<file path="config.mk">
export PLATFORM = sky130hd
export DESIGN_NAME = seq_pattern_tx
export DESIGN_NICKNAME = d
export VERILOG_FILES = /design/src/rtl/seq_pattern_tx.sv
export SDC_FILE = /design/constraint.sdc
export NUM_CORES = 1
export LEC_CHECK = 0
export ABC_AREA = 0
export CORE_UTILIZATION = 50
export DETAILED_ROUTE_END_ITERATION = 7
export GPL_TIMING_DRIVEN = 0
export HOLD_SLACK_MARGIN = 0.1
export MAX_ROUTING_LAYER = met4
export PLACE_DENSITY = 0.76
export SLEW_MARGIN = 5
export SYNTH_ARGS = -nofsm -noshare
export SYNTH_HDL_FRONTEND = slang
export SYNTH_SLANG_ARGS = --single-unit
</file>
<file path="constraint.sdc">
create_clock -name clk -period 2.9 [get_ports clk]
set_input_delay 0.725 -clock clk [delete_from_list [all_inputs] [get_ports clk]]
set_output_delay 0.725 -clock clk [all_outputs]
set_load 0.01 [all_outputs]
</file>
<file path="src/rtl/seq_pattern_tx.sv">
// rtl/seq_pattern_tx.sv - repeating serial pattern transmitter with gaps and abort
module seq_pattern_tx #(
    parameter int WIDTH = 5,
    parameter int REP_W = 4,
    parameter int GAP_W = 3
) (
    input  logic             clk,
    input  logic             reset,
    input  logic [WIDTH-1:0] pat_in,
    input  logic [REP_W-1:0] rep_in,
    input  logic [GAP_W-1:0] gap_in,
    input  logic             start_valid,
    output logic             start_ready,
    input  logic             abort,
    output logic             dout,
    output logic             dout_valid,
    output logic             frame_last,
    output logic             done
);

    localparam int BW = $clog2(WIDTH);
    localparam logic [BW-1:0] LAST_BIT = BW'(WIDTH - 1);

    typedef enum logic [1:0] {IDLE, SHIFT, GAP, DONE} state_t;

    state_t           state, state_n;
    logic [WIDTH-1:0] pat_r, pat_n;
    logic [REP_W-1:0] rem_r, rem_n;
    logic [GAP_W-1:0] gap_r, gap_n;
    logic [GAP_W-1:0] gcnt_r, gcnt_n;
    logic [BW-1:0]    bit_r, bit_n;
    logic [BW-1:0]    idx_n;
    logic             dout_n, valid_n, last_n, done_n;
    logic             accept;

    assign start_ready = (state == IDLE) && !abort && !reset;
    assign accept      = start_valid && start_ready;

    always_comb begin
        state_n = state;
        pat_n   = pat_r;
        rem_n   = rem_r;
        gap_n   = gap_r;
        gcnt_n  = gcnt_r;
        bit_n   = bit_r;
        case (state)
            IDLE: begin
                if (accept) begin
                    pat_n  = pat_in;
                    gap_n  = gap_in;
                    bit_n  = '0;
                    gcnt_n = '0;
                    if (rep_in != '0) begin
                        state_n = SHIFT;
                        // rem counts emissions still owed after the current one
                        rem_n   = rep_in - 1'b1;
                    end else begin
                        state_n = DONE;
                        rem_n   = '0;
                    end
                end
            end
            SHIFT: begin
                if (abort) begin
                    state_n = IDLE;
                    bit_n   = '0;
                    rem_n   = '0;
                end else if (bit_r == LAST_BIT) begin
                    bit_n = '0;
                    if (rem_r != '0) begin
                        rem_n = rem_r - 1'b1;
                        if (gap_r != '0) begin
                            state_n = GAP;
                            gcnt_n  = gap_r - 1'b1;
                        end
                    end else begin
                        state_n = DONE;
                    end
                end else begin
                    bit_n = bit_r + 1'b1;
                end
            end
            GAP: begin
                if (abort) begin
                    state_n = IDLE;
                    gcnt_n  = '0;
                    rem_n   = '0;
                end else if (gcnt_r == '0) begin
                    state_n = SHIFT;
                end else begin
                    gcnt_n = gcnt_r - 1'b1;
                end
            end
            DONE: begin
                state_n = IDLE;
            end
            default: state_n = IDLE;
        endcase
    end

    // Outputs are precomputed from next-state values so they can be registered
    always_comb begin
        valid_n = (state_n == SHIFT);
        idx_n   = LAST_BIT - bit_n;
        dout_n  = valid_n & pat_n[idx_n];
        last_n  = valid_n && (bit_n == LAST_BIT);
        done_n  = (state_n == DONE);
    end

    always_ff @(posedge clk or posedge reset) begin
        if (reset) begin
            state      <= IDLE;
            pat_r      <= '0;
            rem_r      <= '0;
            gap_r      <= '0;
            gcnt_r     <= '0;
            bit_r      <= '0;
            dout       <= 1'b0;
            dout_valid <= 1'b0;
            frame_last <= 1'b0;
            done       <= 1'b0;
        end else begin
            state      <= state_n;
            pat_r      <= pat_n;
            rem_r      <= rem_n;
            gap_r      <= gap_n;
            gcnt_r     <= gcnt_n;
            bit_r      <= bit_n;
            dout       <= dout_n;
            dout_valid <= valid_n;
            frame_last <= last_n;
            done       <= done_n;
        end
    end

endmodule

</file>
==> results.toml <==
[timing]
worst_pin_slew_ps = 708
fin_ws_ps = 205
maxSlewHeadroom_pct = 52.7
setup_viol = 0
period_needed_ps = 2690
tns_ps = 0
skew_ps = 8.47
hold_slack_ps = 508
rsz0062_at_grt = "false"
finalMaxSlewViolations = 0
fmax_ghz = 0.371
hold_viol_final = 0
finalCritPeriodShare_pct = 92.9

[power_and_ir_drop]
switchingPower_uw = 698
swShare_pct = 42.1
p_comb_share_pct = 57.6
p_int_uw = 959
finalPower_mw = 1.66
p_per_area_nw_per_um2 = 899
p_leak_nw = 0.839
p_seq_share_pct = 33.5
p_clk_share_pct = 8.9
ir_drop_mv = 0.433

[synthesis]
synth_area_leaders = "dfrtp_1 39%, ha_1 11%, nand2_1 4.9%"
synth_fa_ha_area_share_pct = 11.3
synth_top_family_by_area = "simple AND/OR/NAND/NOR gates"
syn_inst = 158
avgSynthCellArea_sq_um = 9.79
ys_seq_area_share_pct = 38.8
synth_nets = 188
synth_area_sq_um = 1550
ys_ff_latch = 24
synth_xor_area_share_pct = 0.566
synthDistinctLibCells = 41
yosysTopAreaCell = "dfrtp_1"
synth_simple_gate_area_share_pct = 20.7
synth-compound-area-share_pct = 15.3
synth.mux.area_fraction_pct = 8.17
synth_top_area_share_pct = 38.8
ys_warn_count = 0

[critical_path]
critPathMaxStageDelay_ps = 530
worstPathRequired_ps = 3120
cp-start-kind = "input port"
r2r_end = "dout"
crit_cells = 8
cp_common_cell = "ha_1"
r2r_start = "state[1]"
reg2reg_slack_ps = 210
critical_path_buf_inv_count = 1
critPathMaxFanout = 5
crit_type = "in -> reg"
endpoint = "dout"
crit_arrival_ps = 2920
ff2ff_path_depth = 8
crit_chain = "clkdlybuf4s50_1 -> nand4bb_4 -> and2_1 -> a22oi_1 -> ha_1 -> ha_1 -> or3_1 -> a311oi_2"
path_delay_family = "simple AND/OR/NAND/NOR gates"
cp-end-kind = "register"
slowest_stage = "clkdlybuf4s50_1"
startpoint = "start_valid"

[floorplanning]
io_pins = 21
dieHeight_microns = 57.6
fp.dieW_microns = 57.6
start_util_pct = 54.2
dieArea_sq_um = 3320
coreArea_sq_um = 2850
rows = 19

[finish]
fillers = 257
nNetsFinal = 217
syn_to_final_growth_pct = 19.2
final_cell_area_sq_um = 1840
fin_cells = 216
diodes = 0
utilization_pct = 64.6
drive_gt1_share_pct = 10.8

[drt]
finalWirelength_microns = 3330
route.detailed.wl_per_inst_microns = 15.4
drtIter0Drc = 48
first_pass_iters = 6
ant_nets = 0
via_per_inst = 5.74
num_vias = 1240
drc = 1

[clock_network]
cts_max_path_buffers = 2
hold_buffers = 0
cts.sinks = 24
cts_tree = "yes"
insertion_delay_ps = 310
cts.clk_slew.worst_paths_ps = 140
cts.root.buffer_cell = "clkbuf_4"
cts.htree.levels = 1
cts_buffers = 3

[global_routing]
antenna_found_initial = 0
grt_max_degree = 13
grt_pass1_vias = 1300
grt_usage_pct = 23.3
grt_pass1_wl_microns = 5790
grt_overflow_total = 0

[placed_design]
place_area_sq_um = 1790
dpl.hpwl_microns = 2460
dp.cells = 209
place.gp.congestion = 0.839
portBuffers = 20
place_ws_ps = -562

[run]
drv_cap = 0

[outcome]
violations = "design-rule violations"
status = "finished with violations"

[worst_hold_path]
min_path_type = "reg -> reg"
[metal layers]
metal  global-route usage [%]  share of wire (%)  up-vias
met4                     5.23                1.1        0
met5                        -                  0        -
met1                     29.0                 44      603
met3                     2.68                2.7        4
li1                         -                  -      610
met2                     40.7                 52       23
[cells by family after synthesis]
logic type	after synthesis
AO/OA/AOI/OAI	33
XOR/XNOR	1
adder cells (fa/ha/maj)	14
buffers and inverters	19
flip-flops	24
multiplexers	11
AND/OR/NAND/NOR	56
[power groups by stage]
stage / logic (mW) / clock network, mW / registers (mW)
2_1_floorplan: 0.712 / 0 / 0.547
6_report: 0.955 / 0.148 / 0.555
4_1_cts: 0.952 / 0.152 / 0.556
3_5_place_dp: 0.942 / 0 / 0.564
3_3_place_gp: 0.904 / 0 / 0.553
5_1_grt: 1.08 / 0.161 / 0.570
[Yosys cell counts, drive strengths merged]
master,instances
a21oi,5
a22oi,1
a311oi,1
a31oi,2
a32oi,1
a41o,1
and2,1
and3,2
and4bb,1
buf,1
clkbuf,1
dfrtp,24
ha,14
inv,17
mux2,7
mux2i,4
nand2,20
nand2b,6
nand3,2
nand3b,1
nand4,1
nand4b,1
nand4bb,1
nor2,3
nor2b,3
nor3,7
nor3b,4
nor4,1
o211a,1
o21a,1
o21ai,15
o221ai,1
o22ai,2
o32ai,1
o41ai,1
or3,1
or3b,1
xor2,1
[worst min-delay path, stage by stage (launching register included)]
cell and delay (ps):
dfrtp_1 350, nand2_1 50, nand2_1 80
[cells in the final DEF, fill, tap and decap left out, drive strengths merged, types with 2 or more instances in the layout]
cell type and n:
nand2 20, nor3 7, nor2 3, mux2 7
ha 14, nand3 2, clkinvlp 2, dfrtp 24
clkdlybuf4s50 18, o21ai 15, o22ai 2, nand2b 6
and3 2, mux2i 4, inv 16, nor3b 4
buf 4, nor2b 3, a31oi 2, a21oi 5
clkbuf 4
[worst min-delay path by stage]
stage	startpoint	endpoint	slack, ps	cells after the start
2_1_floorplan	pat_r[4]	pat_r[4]	440	2
3_3_place_gp	pat_r[4]	pat_r[4]	460	2
3_5_place_dp	pat_r[4]	pat_r[4]	470	2
4_1_cts	pat_r[4]	pat_r[4]	510	2
5_1_grt	pat_r[3]	pat_r[3]	530	1
6_report	pat_r[4]	pat_r[4]	510	2
[flip-flops by register name, indices dropped and copies added, names as in the netlist]
signal,flops
dout,1
pat_r,5
dout_valid,1
frame_last,1
gcnt_r,3
state,2
done,1
bit_r,3
rem_r,4
gap_r,3
[area by class of cell]
type | count | area, sq um | area share, %
Multi-Input combinational cell | 115 | 870 | 47.2
Sequential cell | 24 | 601 | 32.6
Timing Repair Buffer | 23 | 224 | 12.2
Inverter | 17 | 67.6 | 3.67
Tap cell | 31 | 38.8 | 2.10
Clock buffer | 3 | 22.5 | 1.22
Buffer | 2 | 15.0 | 0.815
Timing Repair inverter | 1 | 5.00 | 0.272
[what timing repair did]
item	CTS	global route
setup endpoints to repair	2	2
gates cloned	1	0
pin swaps	0	1
resized for setup	2	2
setup buffers	1	2
No activity file was read; power rests on OpenSTA's default activity.
